[src/rtl/alu_wb_pkg.sv]
// Shared types for the ALU writeback stage: condition codes, flag-mask bits,
// the occupancy FSM state and the buffered entry layout.
package alu_wb_pkg;

   localparam int WB_DW = 16;
   localparam int WB_RW = 3;

   localparam logic [1:0] COND_ALWAYS = 2'b00;
   localparam logic [1:0] COND_C      = 2'b01;
   localparam logic [1:0] COND_Z      = 2'b10;
   localparam logic [1:0] COND_NEVER  = 2'b11;

   localparam int FM_C = 1;
   localparam int FM_Z = 0;

   typedef enum logic [1:0] {
      OCC_EMPTY = 2'd0,
      OCC_ONE   = 2'd1,
      OCC_FULL  = 2'd2
   } occ_t;

   typedef struct packed {
      logic [WB_DW-1:0] result;
      logic             carry;
      logic             zero;
      logic [WB_RW-1:0] rd;
      logic [1:0]       cond;
      logic [1:0]       fmask;
   } wb_entry_t;

   function automatic logic cond_pass(input logic [1:0] cond, input logic c, input logic z);
      return (cond == COND_ALWAYS) | ((cond == COND_C) & c) | ((cond == COND_Z) & z);
   endfunction

endpackage

[src/rtl/alu_wb_stage_if.sv]
// ALU-to-writeback bundle: upstream entry handshake, flush, register-file
// write port and architectural flags.
interface alu_wb_if #(
   parameter int DW = 16,
   parameter int RW = 3
);
   logic          in_valid;
   logic          in_ready;
   logic [DW-1:0] in_result;
   logic          in_carry;
   logic          in_zero;
   logic [RW-1:0] in_rd;
   logic [1:0]    in_cond;
   logic [1:0]    in_fmask;
   logic          flush;
   logic          wb_valid;
   logic          wb_ready;
   logic          wb_en;
   logic [RW-1:0] wb_addr;
   logic [DW-1:0] wb_data;
   logic          flag_c;
   logic          flag_z;

   modport master (
      output in_valid, in_result, in_carry, in_zero, in_rd, in_cond, in_fmask,
      output flush, wb_ready,
      input  in_ready, wb_valid, wb_en, wb_addr, wb_data, flag_c, flag_z
   );

   modport slave (
      input  in_valid, in_result, in_carry, in_zero, in_rd, in_cond, in_fmask,
      input  flush, wb_ready,
      output in_ready, wb_valid, wb_en, wb_addr, wb_data, flag_c, flag_z
   );
endinterface

[src/rtl/alu_wb_stage_skid_buf.sv]
// Generic 2-entry skid buffer: head visible one cycle after accept; in_ready is
// registered and drops only when both entries are held; flush empties it.
module wb_skid_buf
   import alu_wb_pkg::*;
#(
   parameter int W = 8
) (
   input  logic         clk,
   input  logic         reset_n,
   input  logic         flush,
   input  logic         in_valid,
   output logic         in_ready,
   input  logic [W-1:0] in_data,
   output logic         out_valid,
   input  logic         out_ready,
   output logic [W-1:0] out_data
);
   occ_t         state;
   logic [W-1:0] main_q;
   logic [W-1:0] skid_q;
   logic         accept;
   logic         commit;

   assign accept   = in_valid & in_ready;
   assign commit   = out_valid & out_ready & ~flush;
   assign out_data = main_q;

   always_ff @(posedge clk or negedge reset_n) begin
      if (!reset_n) begin
         state     <= OCC_EMPTY;
         main_q    <= '0;
         skid_q    <= '0;
         in_ready  <= 1'b1;
         out_valid <= 1'b0;
      end else if (flush) begin
         state     <= OCC_EMPTY;
         in_ready  <= 1'b1;
         out_valid <= 1'b0;
      end else begin
         case (state)
            OCC_EMPTY: begin
               if (accept) begin
                  main_q    <= in_data;
                  state     <= OCC_ONE;
                  out_valid <= 1'b1;
               end
            end
            OCC_ONE: begin
               if (accept && commit) begin
                  main_q <= in_data;
               end else if (accept) begin
                  skid_q   <= in_data;
                  state    <= OCC_FULL;
                  in_ready <= 1'b0;
               end else if (commit) begin
                  state     <= OCC_EMPTY;
                  out_valid <= 1'b0;
               end
            end
            OCC_FULL: begin
               // in_ready is low here, so the only event is draining the head
               if (commit) begin
                  main_q   <= skid_q;
                  state    <= OCC_ONE;
                  in_ready <= 1'b1;
               end
            end
            default: begin
               state     <= OCC_EMPTY;
               in_ready  <= 1'b1;
               out_valid <= 1'b0;
            end
         endcase
      end
   end
endmodule

[src/rtl/alu_wb_stage.sv]
// ALU writeback stage: skid-buffered entries, conditional register write and C/Z flags.
// Latency 1 cycle accept-to-head; backpressure via wb_ready, in_ready drops when full.
module alu_wb_stage
   import alu_wb_pkg::*;
#(
   parameter int DW = WB_DW,
   parameter int RW = WB_RW
) (
   input logic   clk,
   input logic   reset_n,
   alu_wb_if.slave bus
);
   wb_entry_t                     in_ent;
   wb_entry_t                     head;
   logic [$bits(wb_entry_t)-1:0]  head_raw;
   logic                          buf_valid;
   logic                          pass;
   logic                          commit;
   logic                          flag_c_q;
   logic                          flag_z_q;
   logic [DW-1:0]                 head_result;
   logic [RW-1:0]                 head_rd;

   always_comb begin
      in_ent        = '0;
      in_ent.result = bus.in_result;
      in_ent.carry  = bus.in_carry;
      in_ent.zero   = bus.in_zero;
      in_ent.rd     = bus.in_rd;
      in_ent.cond   = bus.in_cond;
      in_ent.fmask  = bus.in_fmask;
   end

   wb_skid_buf #(
      .W($bits(wb_entry_t))
   ) u_skid (
      .clk       (clk),
      .reset_n   (reset_n),
      .flush     (bus.flush),
      .in_valid  (bus.in_valid),
      .in_ready  (bus.in_ready),
      .in_data   (in_ent),
      .out_valid (buf_valid),
      .out_ready (bus.wb_ready),
      .out_data  (head_raw)
   );

   assign head        = head_raw;
   assign head_result = head.result;
   assign head_rd     = head.rd;

   // Condition sees the flags left by the previous commit, so no bypass is needed.
   assign pass   = cond_pass(head.cond, flag_c_q, flag_z_q);
   assign commit = bus.wb_valid & bus.wb_ready;

   assign bus.wb_valid = buf_valid & ~bus.flush;
   assign bus.wb_en    = bus.wb_valid & pass;
   assign bus.wb_addr  = head_rd;
   assign bus.wb_data  = head_result;
   assign bus.flag_c   = flag_c_q;
   assign bus.flag_z   = flag_z_q;

   always_ff @(posedge clk or negedge reset_n) begin
      if (!reset_n) begin
         flag_c_q <= 1'b0;
         flag_z_q <= 1'b0;
      end else if (commit && pass) begin
         if (head.fmask[FM_C]) flag_c_q <= head.carry;
         if (head.fmask[FM_Z]) flag_z_q <= head.zero;
      end
   end
endmodule

[src/flat_wrapper.sv]
// flat-port wrapper written by rule: the top's interface ports become plain ports
module alu_wb_stage_flat import alu_wb_pkg::*;
#(
   parameter int DW = WB_DW,
   parameter int RW = WB_RW
)
  (clk, reset_n, bus_in_valid, bus_in_result, bus_in_carry, bus_in_zero, bus_in_rd, bus_in_cond, bus_in_fmask, bus_flush, bus_wb_ready, bus_in_ready, bus_wb_valid, bus_wb_en, bus_wb_addr, bus_wb_data, bus_flag_c, bus_flag_z);
  alu_wb_if #(.DW(DW), .RW(RW)) bus_i ();
  input logic clk;
  input logic reset_n;
  input wire logic [$bits(bus_i.in_valid)-1:0] bus_in_valid;
  input wire logic [$bits(bus_i.in_result)-1:0] bus_in_result;
  input wire logic [$bits(bus_i.in_carry)-1:0] bus_in_carry;
  input wire logic [$bits(bus_i.in_zero)-1:0] bus_in_zero;
  input wire logic [$bits(bus_i.in_rd)-1:0] bus_in_rd;
  input wire logic [$bits(bus_i.in_cond)-1:0] bus_in_cond;
  input wire logic [$bits(bus_i.in_fmask)-1:0] bus_in_fmask;
  input wire logic [$bits(bus_i.flush)-1:0] bus_flush;
  input wire logic [$bits(bus_i.wb_ready)-1:0] bus_wb_ready;
  output wire logic [$bits(bus_i.in_ready)-1:0] bus_in_ready;
  output wire logic [$bits(bus_i.wb_valid)-1:0] bus_wb_valid;
  output wire logic [$bits(bus_i.wb_en)-1:0] bus_wb_en;
  output wire logic [$bits(bus_i.wb_addr)-1:0] bus_wb_addr;
  output wire logic [$bits(bus_i.wb_data)-1:0] bus_wb_data;
  output wire logic [$bits(bus_i.flag_c)-1:0] bus_flag_c;
  output wire logic [$bits(bus_i.flag_z)-1:0] bus_flag_z;
  assign bus_i.in_valid = bus_in_valid;
  assign bus_i.in_result = bus_in_result;
  assign bus_i.in_carry = bus_in_carry;
  assign bus_i.in_zero = bus_in_zero;
  assign bus_i.in_rd = bus_in_rd;
  assign bus_i.in_cond = bus_in_cond;
  assign bus_i.in_fmask = bus_in_fmask;
  assign bus_i.flush = bus_flush;
  assign bus_i.wb_ready = bus_wb_ready;
  assign bus_in_ready = bus_i.in_ready;
  assign bus_wb_valid = bus_i.wb_valid;
  assign bus_wb_en = bus_i.wb_en;
  assign bus_wb_addr = bus_i.wb_addr;
  assign bus_wb_data = bus_i.wb_data;
  assign bus_flag_c = bus_i.flag_c;
  assign bus_flag_z = bus_i.flag_z;
  alu_wb_stage #(.DW(DW), .RW(RW)) u_core (.clk(clk), .reset_n(reset_n), .bus(bus_i));
endmodule
[config.mk]
export PLATFORM = sky130hd
export DESIGN_NAME = alu_wb_stage_flat
export DESIGN_NICKNAME = d
export VERILOG_FILES = /design/src/rtl/alu_wb_pkg.sv /design/src/rtl/alu_wb_stage_if.sv /design/src/rtl/alu_wb_stage_skid_buf.sv /design/src/rtl/alu_wb_stage.sv /design/src/flat_wrapper.sv
export SDC_FILE = /design/constraint.sdc
export NUM_CORES = 1
export LEC_CHECK = 0
export CORE_MARGIN = 4
export CORE_UTILIZATION = 35
export DETAILED_ROUTE_END_ITERATION = 8
export SLEW_MARGIN = 15
export SYNTH_ARGS = -nofsm -noshare
export SYNTH_HDL_FRONTEND = slang
export SYNTH_SLANG_ARGS = --single-unit
[constraint.sdc]
create_clock -name clk -period 2.4 [get_ports clk]
set_clock_uncertainty 0.2 [all_clocks]
set_input_delay 0.48 -clock clk [delete_from_list [all_inputs] [get_ports clk]]
set_output_delay 0.48 -clock clk [all_outputs]
set_load 0.05 [all_outputs]
==> results by group <==
Status
  – Status: finished clean

Synth
  – Number of synthesized flops with an enable pin: 0
  – Mapped Nets: between 200 and 250
  – Library cell with the highest instance count after synthesis: sky130_fd_sc_hd__dfrtp_1
  – FF+latch count, synth: between 50 and 60
  – Cell area after technology mapping: 2800 um2
  – Part of the Yosys area used for sequential elements: between 50 and 60%
  – Gate count of the mapped netlist: 194
  – Primary flip-flop cell chosen by synthesis mapping: sky130_fd_sc_hd__dfrtp_1
  – Share of Yosys cell area claimed by the top area cell type: 49.2%
  – Share of flip-flops with an asynchronous set or reset after synthesis: between 90% and 100%
  – Count of warnings emitted by yosys: 0
  – Leading cell types by count after synthesis: sky130_fd_sc_hd__dfrtp_1, sky130_fd_sc_hd__mux2_2, sky130_fd_sc_hd__buf_4
  – Leading post-synthesis cells by cell area: sky130_fd_sc_hd__dfrtp_1, sky130_fd_sc_hd__mux2_2, sky130_fd_sc_hd__mux2_4
  – Count of distinct cell types in the synthesized netlist: 33
  – Synthesized area per cell: 14.4 um2
  – Cell taking the most area after synthesis: sky130_fd_sc_hd__dfrtp_1

Final layout
  – Area of combinational cells with multiple inputs: 1180 um2
  – Number of antenna repair diodes: 0
  – Final Util: 45.2%
  – Design Area, Final: 3510 um2
  – Fraction of final layout cells with drive strength greater than 1: 41.2%
  – FF/Latch Area: 1400 um2
  – Count of nets after finishing: roughly 270
  – Area added between synthesis and finish: 25.4%
  – Number of filler instances in the final layout: 721

Global routing
  – Total gr overflow: 0
  – Number of global-route vias before repair: 1667
  – Number of antenna violations at the first check in global routing: 0
  – Met3 track demand over resource: under 10%
  – Met2 capacity usage during global routing: ~16%
  – Global-route wire length before repair: 8380 um
  – Maximum number of pins on one net before global-route repair: 47
  – Global-route layer with the greatest usage: met2
  – Global routing met1 resource utilization: 15.3%
  – Total global-route track usage: 10.9%

Route
  – Via-to-Cell Ratio: 4.62
  – DRC viols: 0
  – Final WL: just under 5000 um
  – Vias post-DR: 1571
  – Post-DRT Antenna Nets: 0
  – Iter 0 DRT Violations: 51
  – Post-DR wirelength/cell: 14.4 um
  – Router iterations before antenna repair: 4

Clock tree
  – H-tree levels: 2
  – CTS tree: done
  – CTS Buffer Depth: 2
  – Clock latency of the later-clocked register in the worst-skew pair: 0.31 ns
  – Clk pin slew, worst setup/hold paths: 0.10 ns
  – Clock net sink count: 56
  – Number of setup buffers added after CTS: 0
  – Clock tree root driver cell: sky130_fd_sc_hd__clkbuf_8
  – Num CTS Buffers: 5

Setup path
  – Worst path cell trace: clkdlybuf4s50_1 -> buf_4 -> a2111oi_4 -> buf_12
  – Worst Path Class, Setup: input port to primary output
  – CP startpoint kind: input port
  – Critical path's largest stage delay: 0.47 ns
  – Minimum setup slack among reg-to-reg paths: 0.37 ns
  – R2r worst-path depth: 4
  – Crit Path Max Fanout: 4
  – Worst setup EP type: primary output
  – Buffers & Inverters on Critical Path: 3
  – Reg-to-Reg Start: u_core.u_skid.state[0]$_DFFE_PN0P_
  – Endpoint required time on the critical path: 1.72 ns
  – Critical-path top delay cell: sky130_fd_sc_hd__clkdlybuf4s50_1
  – Worst path arrival time: 1.59 ns
  – Worst flop-to-flop path endpoint: u_core.u_skid.skid_q[23]$_DFFE_PN0P_
  – Family of cells with the greatest summed delay on the critical path: buffers and inverters

Floorplan
  – Die width: 97.4 um
  – Site Rows: 32
  – Vertical die dimension: approximately 97 um
  – Starting utilization of the core area: 36.1%
  – Die area: roughly 9500 um2
  – Standard cell core area: 7770 um2
  – Number of top-level design ports: 54

Placement
  – Placed cell area: 3390 um2
  – Final weighted congestion of routability-driven global placement: 0.790
  – Count of buffers from port buffering: 53
  – Half-perimeter wire length after detailed placement: between 3000 and 4000 um
  – Worst slack at placement: -0.123 ns

Pwr
  – Pleak: 0.00149 uW
  – Cell Pwr Density: 1160 nW/um2
  – Max rail drop VDD: roughly 770 uV
  – Design Power: 4080 uW

Min path
  – Worst hold path type: flop to flop
  – Worst Hold Path EP: u_core.u_skid.out_data[2]$_DFFE_PN0P_
  – Min-delay src: u_core.u_skid.out_data[2]$_DFFE_PN0P_
  – Worst hold path depth: 1

STA
  – Headroom to the max-slew limit: 65.5%
  – Final clock period utilization by the worst path: a little over nine tenths
  – Maximum achievable frequency: ~440 MHz
  – Smallest hold slack: 0.311 ns
  – Number of hold violations in the final report: 0
  – Worst Tran Pin Value: 0.516 ns
  – Final setup margin: between 0.1 and 0.15 ns
  – Final slew viol count: 0
  – RSZ-0062 raised after global routing: false
  – Final setup violation count: 0
  – Shortest period the worst path allows: between 2 and 2.5 ns

Flow run
  – Number of max-cap violations: 0
## per-stage QoR
step | TNS [ns] | cells
global route | 0 | 340
CTS | 0 | 340
floorplan | 0 | 194
detailed placement | -5.26 | 331
global placement | -4.02 | 331
finish | 0 | 340
## power breakdown
group | total [uW] | switching [uW] | leakage (uW) | internal (uW)
Sequential | 1620 | 241 | 0.000671 | 1380
Combinational | 1840 | 958 | 0.000767 | 881
Clock | 621 | 312 | 0.0000541 | 309
## layout make-up
class / count / area share (%)
sequential: 56 / 40.0
multi-input combinational: 106 / 33.5
timing repair buffer: 64 / 19.3
tap: 102 / 3.64
clock buffer: 5 / 1.96
clock inverter: 3 / 1.21
inverter: 4 / 0.428
## worst max-delay path by stage
stage,cells after the start,startpoint,to,slack (ns)
floorplan,2,u_core.bus.flag_z$_DFFE_PN0P_,bus_wb_en,0.12
global placement,5,bus_wb_ready,u_core.u_skid.out_data[6]$_DFFE_PN0P_,-0.09
detailed placement,5,bus_wb_ready,u_core.u_skid.skid_q[23]$_DFFE_PN0P_,-0.12
CTS,4,bus_flush,bus_wb_en,0.11
global route,4,bus_flush,bus_wb_en,0.09
finish,4,bus_flush,bus_wb_en,0.13
## sequential cells by signal, summed over array words and instances, names as in the netlist
signal	flops
u_core.u_skid.in_ready	1
u_core.u_skid.state	2
u_core.u_skid.skid_q	25
u_core.bus.flag_z	1
u_core.u_skid.out_data	25
u_core.bus.flag_c	1
u_core.u_skid.out_valid	1
## per-layer routing
metal  routed length (um)  vias to the layer above  share of wire, %
met4                   70                        0               1.4
met1                 2420                      767                49
li1                     -                      756                 -
met2                 2160                       40                44
met5                    0                        -                 0
met3                  262                        8               5.3
## placed cells by master, fill, tap and decap left out
master | netlist | final
sky130_fd_sc_hd__o2bb2ai_1 | 1 | 1
sky130_fd_sc_hd__nor2_1 | 3 | 3
sky130_fd_sc_hd__dfstp_2 | 1 | 1
sky130_fd_sc_hd__nor2b_1 | 1 | 1
sky130_fd_sc_hd__a2111oi_4 | 0 | 1
sky130_fd_sc_hd__o21a_1 | 1 | 1
sky130_fd_sc_hd__clkinvlp_4 | 0 | 1
sky130_fd_sc_hd__a211oi_1 | 1 | 1
sky130_fd_sc_hd__and2b_1 | 1 | 1
sky130_fd_sc_hd__a2111oi_0 | 3 | 2
sky130_fd_sc_hd__nor4b_1 | 1 | 1
sky130_fd_sc_hd__o32ai_4 | 1 | 1
sky130_fd_sc_hd__bufinv_16 | 0 | 1
sky130_fd_sc_hd__dfrtp_1 | 55 | 55
sky130_fd_sc_hd__nand2_1 | 2 | 2
sky130_fd_sc_hd__a21oi_1 | 1 | 1
sky130_fd_sc_hd__nor3b_1 | 2 | 2
sky130_fd_sc_hd__nand3b_1 | 2 | 2
sky130_fd_sc_hd__o21ai_0 | 1 | 1
sky130_fd_sc_hd__o21bai_1 | 1 | 1
sky130_fd_sc_hd__a21bo_1 | 1 | 1
sky130_fd_sc_hd__inv_1 | 4 | 4
sky130_fd_sc_hd__dlygate4sd3_1 | 0 | 1
sky130_fd_sc_hd__buf_12 | 2 | 6
sky130_fd_sc_hd__buf_2 | 2 | 1
sky130_fd_sc_hd__a211o_1 | 1 | 1
sky130_fd_sc_hd__a21boi_0 | 1 | 1
sky130_fd_sc_hd__buf_4 | 21 | 7
sky130_fd_sc_hd__clkdlybuf4s50_1 | 0 | 49
sky130_fd_sc_hd__clkbuf_8 | 0 | 5
sky130_fd_sc_hd__mux2_4 | 20 | 20
sky130_fd_sc_hd__mux2_1 | 1 | 1
sky130_fd_sc_hd__clkinv_2 | 0 | 1
sky130_fd_sc_hd__or3_2 | 0 | 1
sky130_fd_sc_hd__mux2i_1 | 4 | 4
sky130_fd_sc_hd__mux2_2 | 52 | 52
sky130_fd_sc_hd__a21o_1 | 1 | 1
sky130_fd_sc_hd__nand2b_1 | 2 | 2
## cell families (layout without fill, tap and decap cells)
group	Yosys count	after routing	share of synthesized area, %
AO/OA/AOI/OAI	14	14	4.60
flip-flops	56	56	50.1
AND/OR/NAND/NOR	15	15	3.22
multiplexers	77	77	33.5
buffers and inverters	32	76	8.62
## timing repair
| item | CTS | global route |
|---|---|---|
| gates resized for setup | 0 | 0 |
| endpoints found under the hold margin | 10 | 0 |
| endpoints found under the setup margin | 0 | 0 |
| hold buffers | 1 | 0 |
Note: power is estimated with default switching activity, not from simulation.
